**config.mk**
```make
export PLATFORM = sky130hd
export DESIGN_NAME = ex_alu_unit_flat
export DESIGN_NICKNAME = d
export VERILOG_FILES = /design/src/rtl/ex_alu_if.sv /design/src/rtl/ex_alu_unit.sv /design/src/flat_wrapper.sv
export SDC_FILE = /design/constraint.sdc
export NUM_CORES = 1
export LEC_CHECK = 0
export ABC_CLOCK_PERIOD_IN_PS = 11100
export BUFFER_PORTS_ARGS = -buffer_cell sky130_fd_sc_hd__buf_2
export CAP_MARGIN = 20
export CORE_MARGIN = 10
export CORE_UTILIZATION = 40
export CTS_CLUSTER_SIZE = 14
export DETAILED_ROUTE_END_ITERATION = 10
export MAX_ROUTING_LAYER = met4
export PLACE_DENSITY = 0.59
export REMOVE_ABC_BUFFERS = 1
export SETUP_SLACK_MARGIN = 0.4
export SLEW_MARGIN = 20
export SYNTH_ARGS = -nofsm -noshare
export SYNTH_HDL_FRONTEND = slang
export SYNTH_SLANG_ARGS = --single-unit
```
**constraint.sdc**
```tcl
create_clock -name clk_i -period 11.1 [get_ports clk_i]
set_clock_uncertainty 0.1 [all_clocks]
set_input_delay 2.22 -clock clk_i [delete_from_list [all_inputs] [get_ports clk_i]]
set_output_delay 2.22 -clock clk_i [all_outputs]
set_load 0.005 [all_outputs]
```
**src/rtl/ex_alu_if.sv**
```systemverilog
// EX-stage ALU request/response bundle.
// master = upstream issue logic, slave = ex_alu_unit.
interface ex_alu_if #(
  parameter int DATA_W = 32
);
  logic              valid_i;
  logic [2:0]        ALUCtrl_i;
  logic [DATA_W-1:0] data1_i;
  logic [DATA_W-1:0] data2_i;
  logic              flush_i;
  logic [DATA_W-1:0] result_o;
  logic              valid_o;
  logic              busy_o;

  modport master (
    output valid_i, ALUCtrl_i, data1_i, data2_i, flush_i,
    input  result_o, valid_o, busy_o
  );

  modport slave (
    input  valid_i, ALUCtrl_i, data1_i, data2_i, flush_i,
    output result_o, valid_o, busy_o
  );
endinterface

```
**src/rtl/ex_alu_unit.sv**
```systemverilog
// EX-stage execute unit: 1-cycle ALU ops plus an
// iterative shift-add multiplier that stalls upstream.
module ex_alu_unit #(
  parameter int DATA_W   = 32,
  parameter int MUL_BITS = 4
) (
  input  logic   clk_i,
  input  logic   rst_i,
  ex_alu_if.slave bus
);

  localparam int K     = DATA_W / MUL_BITS;
  localparam int CNT_W = (K > 1) ? $clog2(K) : 1;
  localparam int SH_W  = $clog2(DATA_W);
  localparam logic [CNT_W-1:0] LAST = CNT_W'(K - 1);

  typedef enum logic {
    S_IDLE,
    S_MUL
  } state_e;

  state_e            state_q, state_d;
  logic [DATA_W-1:0] mcand_q, mcand_d;
  logic [DATA_W-1:0] mplier_q, mplier_d;
  logic [DATA_W-1:0] acc_q, acc_d;
  logic [CNT_W-1:0]  cnt_q, cnt_d;
  logic [DATA_W-1:0] result_q, result_d;
  logic              valid_q, valid_d;

  logic [DATA_W-1:0] alu_res;
  logic [DATA_W-1:0] pp;
  logic [DATA_W-1:0] acc_sum;
  logic [SH_W-1:0]   shamt;
  logic              busy;
  logic              accept;

  assign busy         = (state_q == S_MUL);
  assign accept       = bus.valid_i && !busy && !bus.flush_i;
  assign shamt        = bus.data2_i[SH_W-1:0];
  assign bus.busy_o   = busy;
  assign bus.valid_o  = valid_q;
  assign bus.result_o = result_q;

  // single-cycle datapath; MUL and 111 yield zero here
  always_comb begin
    alu_res = '0;
    unique case (bus.ALUCtrl_i)
      3'b000: alu_res = bus.data1_i + bus.data2_i;
      3'b001: alu_res = bus.data1_i - bus.data2_i;
      3'b010: alu_res = bus.data1_i & bus.data2_i;
      3'b011: alu_res = bus.data1_i ^ bus.data2_i;
      3'b101: alu_res = bus.data1_i << shamt;
      3'b110: alu_res = DATA_W'($signed(bus.data1_i) >>> shamt);
      default: alu_res = '0;
    endcase
  end

  // one multiplier digit; multiplicand is pre-shifted
  // each step, so no per-step shift of the product
  always_comb begin
    pp      = mcand_q * DATA_W'(mplier_q[MUL_BITS-1:0]);
    acc_sum = acc_q + pp;
  end

  // control FSM and next-state datapath
  always_comb begin
    state_d  = state_q;
    mcand_d  = mcand_q;
    mplier_d = mplier_q;
    acc_d    = acc_q;
    cnt_d    = cnt_q;
    result_d = result_q;
    valid_d  = 1'b0;
    if (bus.flush_i) begin
      state_d = S_IDLE;
      acc_d   = '0;
      cnt_d   = '0;
    end else begin
      unique case (state_q)
        S_IDLE: begin
          if (accept) begin
            if (bus.ALUCtrl_i == 3'b100) begin
              mcand_d  = bus.data1_i;
              mplier_d = bus.data2_i;
              acc_d    = '0;
              cnt_d    = '0;
              state_d  = S_MUL;
            end else begin
              result_d = alu_res;
              valid_d  = 1'b1;
            end
          end
        end
        S_MUL: begin
          acc_d    = acc_sum;
          mcand_d  = mcand_q << MUL_BITS;
          mplier_d = mplier_q >> MUL_BITS;
          cnt_d    = cnt_q + CNT_W'(1);
          if (cnt_q == LAST) begin
            result_d = acc_sum;
            valid_d  = 1'b1;
            state_d  = S_IDLE;
          end
        end
        default: state_d = S_IDLE;
      endcase
    end
  end

  // state and datapath registers
  always_ff @(posedge clk_i or negedge rst_i) begin
    if (!rst_i) begin
      state_q  <= S_IDLE;
      mcand_q  <= '0;
      mplier_q <= '0;
      acc_q    <= '0;
      cnt_q    <= '0;
      result_q <= '0;
      valid_q  <= 1'b0;
    end else begin
      state_q  <= state_d;
      mcand_q  <= mcand_d;
      mplier_q <= mplier_d;
      acc_q    <= acc_d;
      cnt_q    <= cnt_d;
      result_q <= result_d;
      valid_q  <= valid_d;
    end
  end

endmodule

```
**src/flat_wrapper.sv**
```systemverilog
// flat-port wrapper written by rule: the top's interface ports become plain ports
module ex_alu_unit_flat 
#(
  parameter int DATA_W   = 32,
  parameter int MUL_BITS = 4
)
  (clk_i, rst_i, bus_valid_i, bus_ALUCtrl_i, bus_data1_i, bus_data2_i, bus_flush_i, bus_result_o, bus_valid_o, bus_busy_o);
  ex_alu_if #(.DATA_W(DATA_W)) bus_i ();
  input  logic clk_i;
  input  logic rst_i;
  input wire logic [$bits(bus_i.valid_i)-1:0] bus_valid_i;
  input wire logic [$bits(bus_i.ALUCtrl_i)-1:0] bus_ALUCtrl_i;
  input wire logic [$bits(bus_i.data1_i)-1:0] bus_data1_i;
  input wire logic [$bits(bus_i.data2_i)-1:0] bus_data2_i;
  input wire logic [$bits(bus_i.flush_i)-1:0] bus_flush_i;
  output wire logic [$bits(bus_i.result_o)-1:0] bus_result_o;
  output wire logic [$bits(bus_i.valid_o)-1:0] bus_valid_o;
  output wire logic [$bits(bus_i.busy_o)-1:0] bus_busy_o;
  assign bus_i.valid_i = bus_valid_i;
  assign bus_i.ALUCtrl_i = bus_ALUCtrl_i;
  assign bus_i.data1_i = bus_data1_i;
  assign bus_i.data2_i = bus_data2_i;
  assign bus_i.flush_i = bus_flush_i;
  assign bus_result_o = bus_i.result_o;
  assign bus_valid_o = bus_i.valid_o;
  assign bus_busy_o = bus_i.busy_o;
  ex_alu_unit #(.DATA_W(DATA_W), .MUL_BITS(MUL_BITS)) u_core (.clk_i(clk_i), .rst_i(rst_i), .bus(bus_i));
endmodule
```
# ---- Yosys cells after proc, flatten, opt, wreduce, memory -nomap -nowiden
# Cells that the tools add are included.
dict set report classes {
  n_addsub 4
  mul 1
  n_eq_ne 13
  n_shift 2
  n_mux 29
  bitwise 4
  n_reduce_logical 8
}
# op n
set ops {}
lappend ops {{two-way mux 32 bit} 10}
lappend ops {{one-hot mux 32 bit (2 select lines)} 4}
lappend ops {{one-hot mux 32 bit (6 select lines)} 1}
lappend ops {{adder 32 bit} 2}
lappend ops {{bitwise AND 32 bit} 1}
lappend ops {{multiplier 32 x 4 -> 32 bit} 1}
lappend ops {{left shift 32 x 5 -> 32 bit} 1}
lappend ops {{>>> shifter 32 x 5 -> 32 bit} 1}
lappend ops {{subtractor 32 bit} 1}
lappend ops {{bitwise XOR 32 bit} 1}
lappend ops {{equality test 3 bit, second input constant} 4}
lappend ops {{two-way mux 3 bit} 3}
lappend ops {{two-way mux 1 bit} 8}
lappend ops {{equality test 3 x 2 -> 1 bit, second input constant} 2}
lappend ops {{!= test 3 x 2 -> 1 bit, second input constant} 2}
lappend ops {{one-hot mux 3 bit (2 select lines)} 1}
lappend ops {{!= test 2 x 1 -> 1 bit, second input constant} 2}
lappend ops {{!= test 2 bit, second input constant} 2}
lappend ops {{one-hot mux 1 bit (2 select lines)} 2}
lappend ops {{AND reduction 4 bit} 1}
lappend ops {{adder 3 x 1 -> 3 bit, second input constant} 1}
lappend ops {{equality test 3 x 1 -> 1 bit, second input constant} 1}
lappend ops {{zero test 3 bit} 1}
lappend ops {{AND reduction 3 bit} 1}
lappend ops {{other kinds (4)} 7}
dict set report totals {
  reg_bits 133
  input_bits 71
  out_inout_bits 34
  wordCells 68
}

# ---- Depth between registers and ports, before layout
dict set report logic_depth {
  word_depth 6
  mapped_depth 21
  mapped_depth_nobuf 17
}

# ---- Worst setup path after synthesis
# OpenSTA, ideal clock, no wires.
dict set report synth_path {
  kind {input to register}
  startpoint {in bus_data2_i[1]}
  endpoint {reg u_core.result_q[29], in the netlist u_core.bus.result_o[29]}
  setup_ps 126
  arrival_time_ps 5987
  required_ps 10874
  slack_ps 4887
  stages 20
  path_buffers 4
  cell_sequence {buf_6 > buf_12 > buf_2 > inv_1 > ha_1 > nand2_1 > nor3_1 > nand2b_1 > nor4_1 > a21oi_1 > xnor2_1 > ha_1 > clkbuf_1 > a21oi_1 > o21ai_0 > o31a_1 > a31oi_1 > nor2b_1 > mux2i_1 > o32a_1}
}
dict set report synth_between {
  elab_chain_cells 5
  word_cells_on_any_way 8
  cone_classes {add/sub (2); shift (2); mux (4)}
}
# item line_no
set synth_lines {}
lappend synth_lines {{start, declared} flat_wrapper.sv:14} ;# input wire logic [$bits(bus_i.data2_i)-1:0] bus_data2_i;
lappend synth_lines {{subtractor 32 bit (tied with other cells)} ex_alu_unit.sv:49} ;# 3'b001: alu_res = bus.data1_i - bus.data2_i;
lappend synth_lines {{one-hot mux 32 bit (6 select lines) *} ex_alu_unit.sv:47} ;# unique case (bus.ALUCtrl_i)
lappend synth_lines {{two-way mux 32 bit *} ex_alu_unit.sv:82} ;# if (bus.ALUCtrl_i == 3'b100) begin
lappend synth_lines {{two-way mux 32 bit *} ex_alu_unit.sv:81} ;# if (accept) begin
lappend synth_lines {{one-hot mux 32 bit (2 select lines) *} ex_alu_unit.sv:79} ;# unique case (state_q)
lappend synth_lines {{end signal, assigned} ex_alu_unit.sv:126} ;# result_q <= result_d;
lappend synth_lines {{end, declared} ex_alu_unit.sv:27} ;# logic [DATA_W-1:0] result_q, result_d;
# Every way passes the cells marked *; elsewhere a longest branch is shown, timed or not. The select of a mux whose other input is x is not followed.
# A chain may end at the register's enable or synchronous reset.

# ---- Final worst setup path
dict set report layout_path {
  startpoint {in bus_data2_i[4]}
  endpoint {reg u_core.result_q[20], in the netlist u_core.bus.result_o[20]}
}
# Same word-level chain as after synthesis.

==> impl_results.md <==
- Max-cap violations: 0
- GRT Util Overall: a little over a quarter
- Placed inst area: 0.0183 mm2
- F_max: between 100 and 150 MHz
- CTS root buffer: clkbuf_16
- Worst hold slack: ~0.38 ns
- Diode count: 0
- Clock-pin slew on the worst setup and hold paths: 0.06 ns
- Critical-path cell list: buf_2 > buf_4 > or4_1 > nor3_1 > nand2b_1 > o31ai_1 > xor2_1 > ha_1 > nand2_1 > o31ai_1 > nand3_1 > a21oi_1 > o21ai_0 > mux2i_1 > a2111oi_0 > o21ai_0
- Clock sink count: between 100 and 150
- Critical path arrival: 7.06 ns
- Core area: about 0.043 mm2
- Largest net degree at the start of global routing: 114
- Post-DP HPWL: between 50000 and 60000 um
- Reg2reg start: u_core.mplier_q[1]
- Post-CTS setup buffer count: 0
- # fillers: approximately 4300
- #FFs+latches synth: roughly 130
- Final-stage net count: around 2300
- Slew HR: roughly a fifth
- Setup_tns: 0 ns
- Syn Area/Cell: around 8.5 um2
- Worst Setup End Kind: flip-flop
- Wire per inst: 25.3 um
- Pins over their slew limit: 0
- GR Overflow Total: 0
- Most common cell after layout, fill and taps aside: nand2_1
- Mapped cell area: approximately 0.017 mm2
- Critical-path top delay cell: a2111oi_0
- Top cells by area, synth: dfrtp_1 19%, fa_1 10%, mux4_2 7.8%
- Outcome: complete, no violations
- R2r setup slk: between 4 and 5 ns
- Post-synth cell types: 79
- Crit path max fanout: 40
- Post-route design area: about 0.019 mm2
- Post-CTS sizing: 0
- Minimum clock period: roughly 6.8 ns
- Synth async-reset ratio: between 90% and 100%
- Period utilisation layout: around three fifths
- Sequential fraction of the synthesis area: 19.2%
- TritonCTS clock tree: built
- GP Congestion: 0.989
- Peak supply drop: 116 uV
- Die H: 228 um
- Synth Flop Type: dfrtp_1
- Max incr delay on CP: about 1.0 ns
- Tot Pwr: 2750 uW
- Capturing point of the worst reg2reg path: u_core.bus.result_o[26]
- Die Wd: ~230 um
- Vias/cell: 6.02
- Final Setup Violations: 0
- # IOs: 105
- Die ar.: roughly 0.052 mm2
- Yosys top cell by area: dfrtp_1
- Critical Path Start: bus_data2_i[4]
- Required @ worst endpoint: between 10 and 15 ns
- Skew-Pair Late Insertion Delay: roughly 0.5 ns
- Hold_buf cts: 0
- Global-route wire length before repair: around 100000 um
- Crit path kind: in2reg
- Vias: between 15000 and 20000
- Endpoints failing hold: 0
- Worst setup endpoint: u_core.bus.result_o[20]
- Cells after synthesis: roughly 2100
- Final wirelength: between 60000 and 70000 um
- Vias in the first global route: approximately 16000
- Post-route ant nets: 0
- Row Count: 76
- Worst Tran Pin Value: 1.17 ns
- CTS Buffer Depth: 2
- Startpoint types: input port
- TritonCTS buffer count: 17
- P&R area growth vs syn: 8.95%
- Most frequent cells in the layout: 224 x nand2_1, 168 x inv_1, 139 x o21ai_0
- Layout cells sized above 1: 12.1%
- Share of the synthesized area in the top cell type: around a fifth
- Yosys warning count: 0
- Hold Crit Class: reg2reg
- IO Port Bufs: 104
- Starting Density: about two fifths
- P_leak: roughly 0.0083 uW
- Iter 0 DRT Violations: between 1500 and 2000
- R2R depth: 15
- PwrDens: roughly 150 mW/mm2
- H-tree levels: 4
- Antenna violations before repair: 0
- DR pass1 iterations: 6
- Unrepaired setup endpoints after global routing: no
- Number of flops mapped to enable cells by yosys: 0
- DRC viols: 0
## synth_stat cells (24+ instances only)
cell      number
nand2_1      224
inv_1        169
nor2_1       140
o21ai_0      139
dfrtp_1      133
a21oi_1      131
and2_1       128
mux2i_1      112
ha_1         102
clkbuf_1      92
fa_1          87
mux4_2        60
xnor2_1       45
nand3_1       35
a31oi_1       34
a211oi_1      28
nor3_1        28
a21o_1        26
xor2_1        24
## routing by layer
| metal | vias up | GRT usage [%] | routed length, um |
|---|---|---|---|
| met5 | - | - | 0 |
| met4 | 0 | 9.75 | 2430 |
| met3 | 128 | 5.00 | 4750 |
| met2 | 702 | 41.2 | 31100 |
| met1 | 7859 | 33.5 | 29300 |
| li1 | 7370 | - | - |
## power breakdown
part           switching, uW  internal (uW)
clock network            253            397
logic                    838            552
registers                130            577
total                   1220           1530
## final cells by class
cell class	count	area, um2	share of cell area, %
Multi-Input combinational cell	1622	12900	68.1
Sequential cell	133	3330	17.6
Tap cell	585	732	3.87
Timing Repair Buffer	126	694	3.67
Inverter	172	646	3.41
Clock buffer	19	433	2.29
Clock inverter	12	204	1.08
## worst min-delay path by stage
stage / startpoint / to / slack, ns / cells past startpoint
after global placement: u_core.bus.result_o[1] / u_core.bus.result_o[1] / 0.36 / 2
final: u_core.mplier_q[11] / u_core.mplier_q[11] / 0.38 / 2
after global routing: u_core.mplier_q[16] / u_core.mplier_q[16] / 0.41 / 2
after floorplan: u_core.mplier_q[10] / u_core.mplier_q[10] / 0.35 / 2
after detailed placement: u_core.mplier_q[11] / u_core.mplier_q[11] / 0.37 / 2
after CTS: u_core.mplier_q[11] / u_core.mplier_q[11] / 0.39 / 2
## flip-flops by register name, indices dropped and copies added, names as in the netlist
| register | flops |
|---|---|
| u_core.mcand_q | 32 |
| u_core.bus.busy_o | 1 |
| u_core.mplier_q | 32 |
| u_core.bus.valid_o | 1 |
| u_core.acc_q | 32 |
| u_core.cnt_q | 3 |
| u_core.bus.result_o | 32 |
## worst max-delay path: cells and delay by family
kind,cells,cell delay (ns)
AO/OA/AOI/OAI,6,2.24
AND/OR/NAND/NOR,5,1.52
adder cells (fa/ha/maj),1,0.39
buffers and inverters,2,0.36
multiplexers,1,0.17
XOR/XNOR,1,0.12
## logic make-up after synthesis
| logic type | after synthesis | synth area share, % |
|---|---|---|
| AND/OR/NAND/NOR | 652 | 18.1 |
| AO/OA/AOI/OAI | 516 | 18.8 |
| buffers and inverters | 296 | 6.80 |
| multiplexers | 195 | 16.1 |
| adder cells (fa/ha/maj) | 189 | 17.4 |
| flip-flops | 133 | 19.2 |
| XOR/XNOR | 70 | 3.61 |
## stage by stage
stage | cells | setup WS (ns) | utilization [%]
after CTS | 2669 | 4.33 | 44.0
final | 2669 | 4.25 | 44.0
after global placement | 2638 | 3.88 | 42.5
after detailed placement | 2638 | 3.82 | 42.5
after floorplan | 1927 | 3.76 | -
after global routing | 2669 | 3.97 | 44.0
No activity file was read; power rests on OpenSTA's default activity.
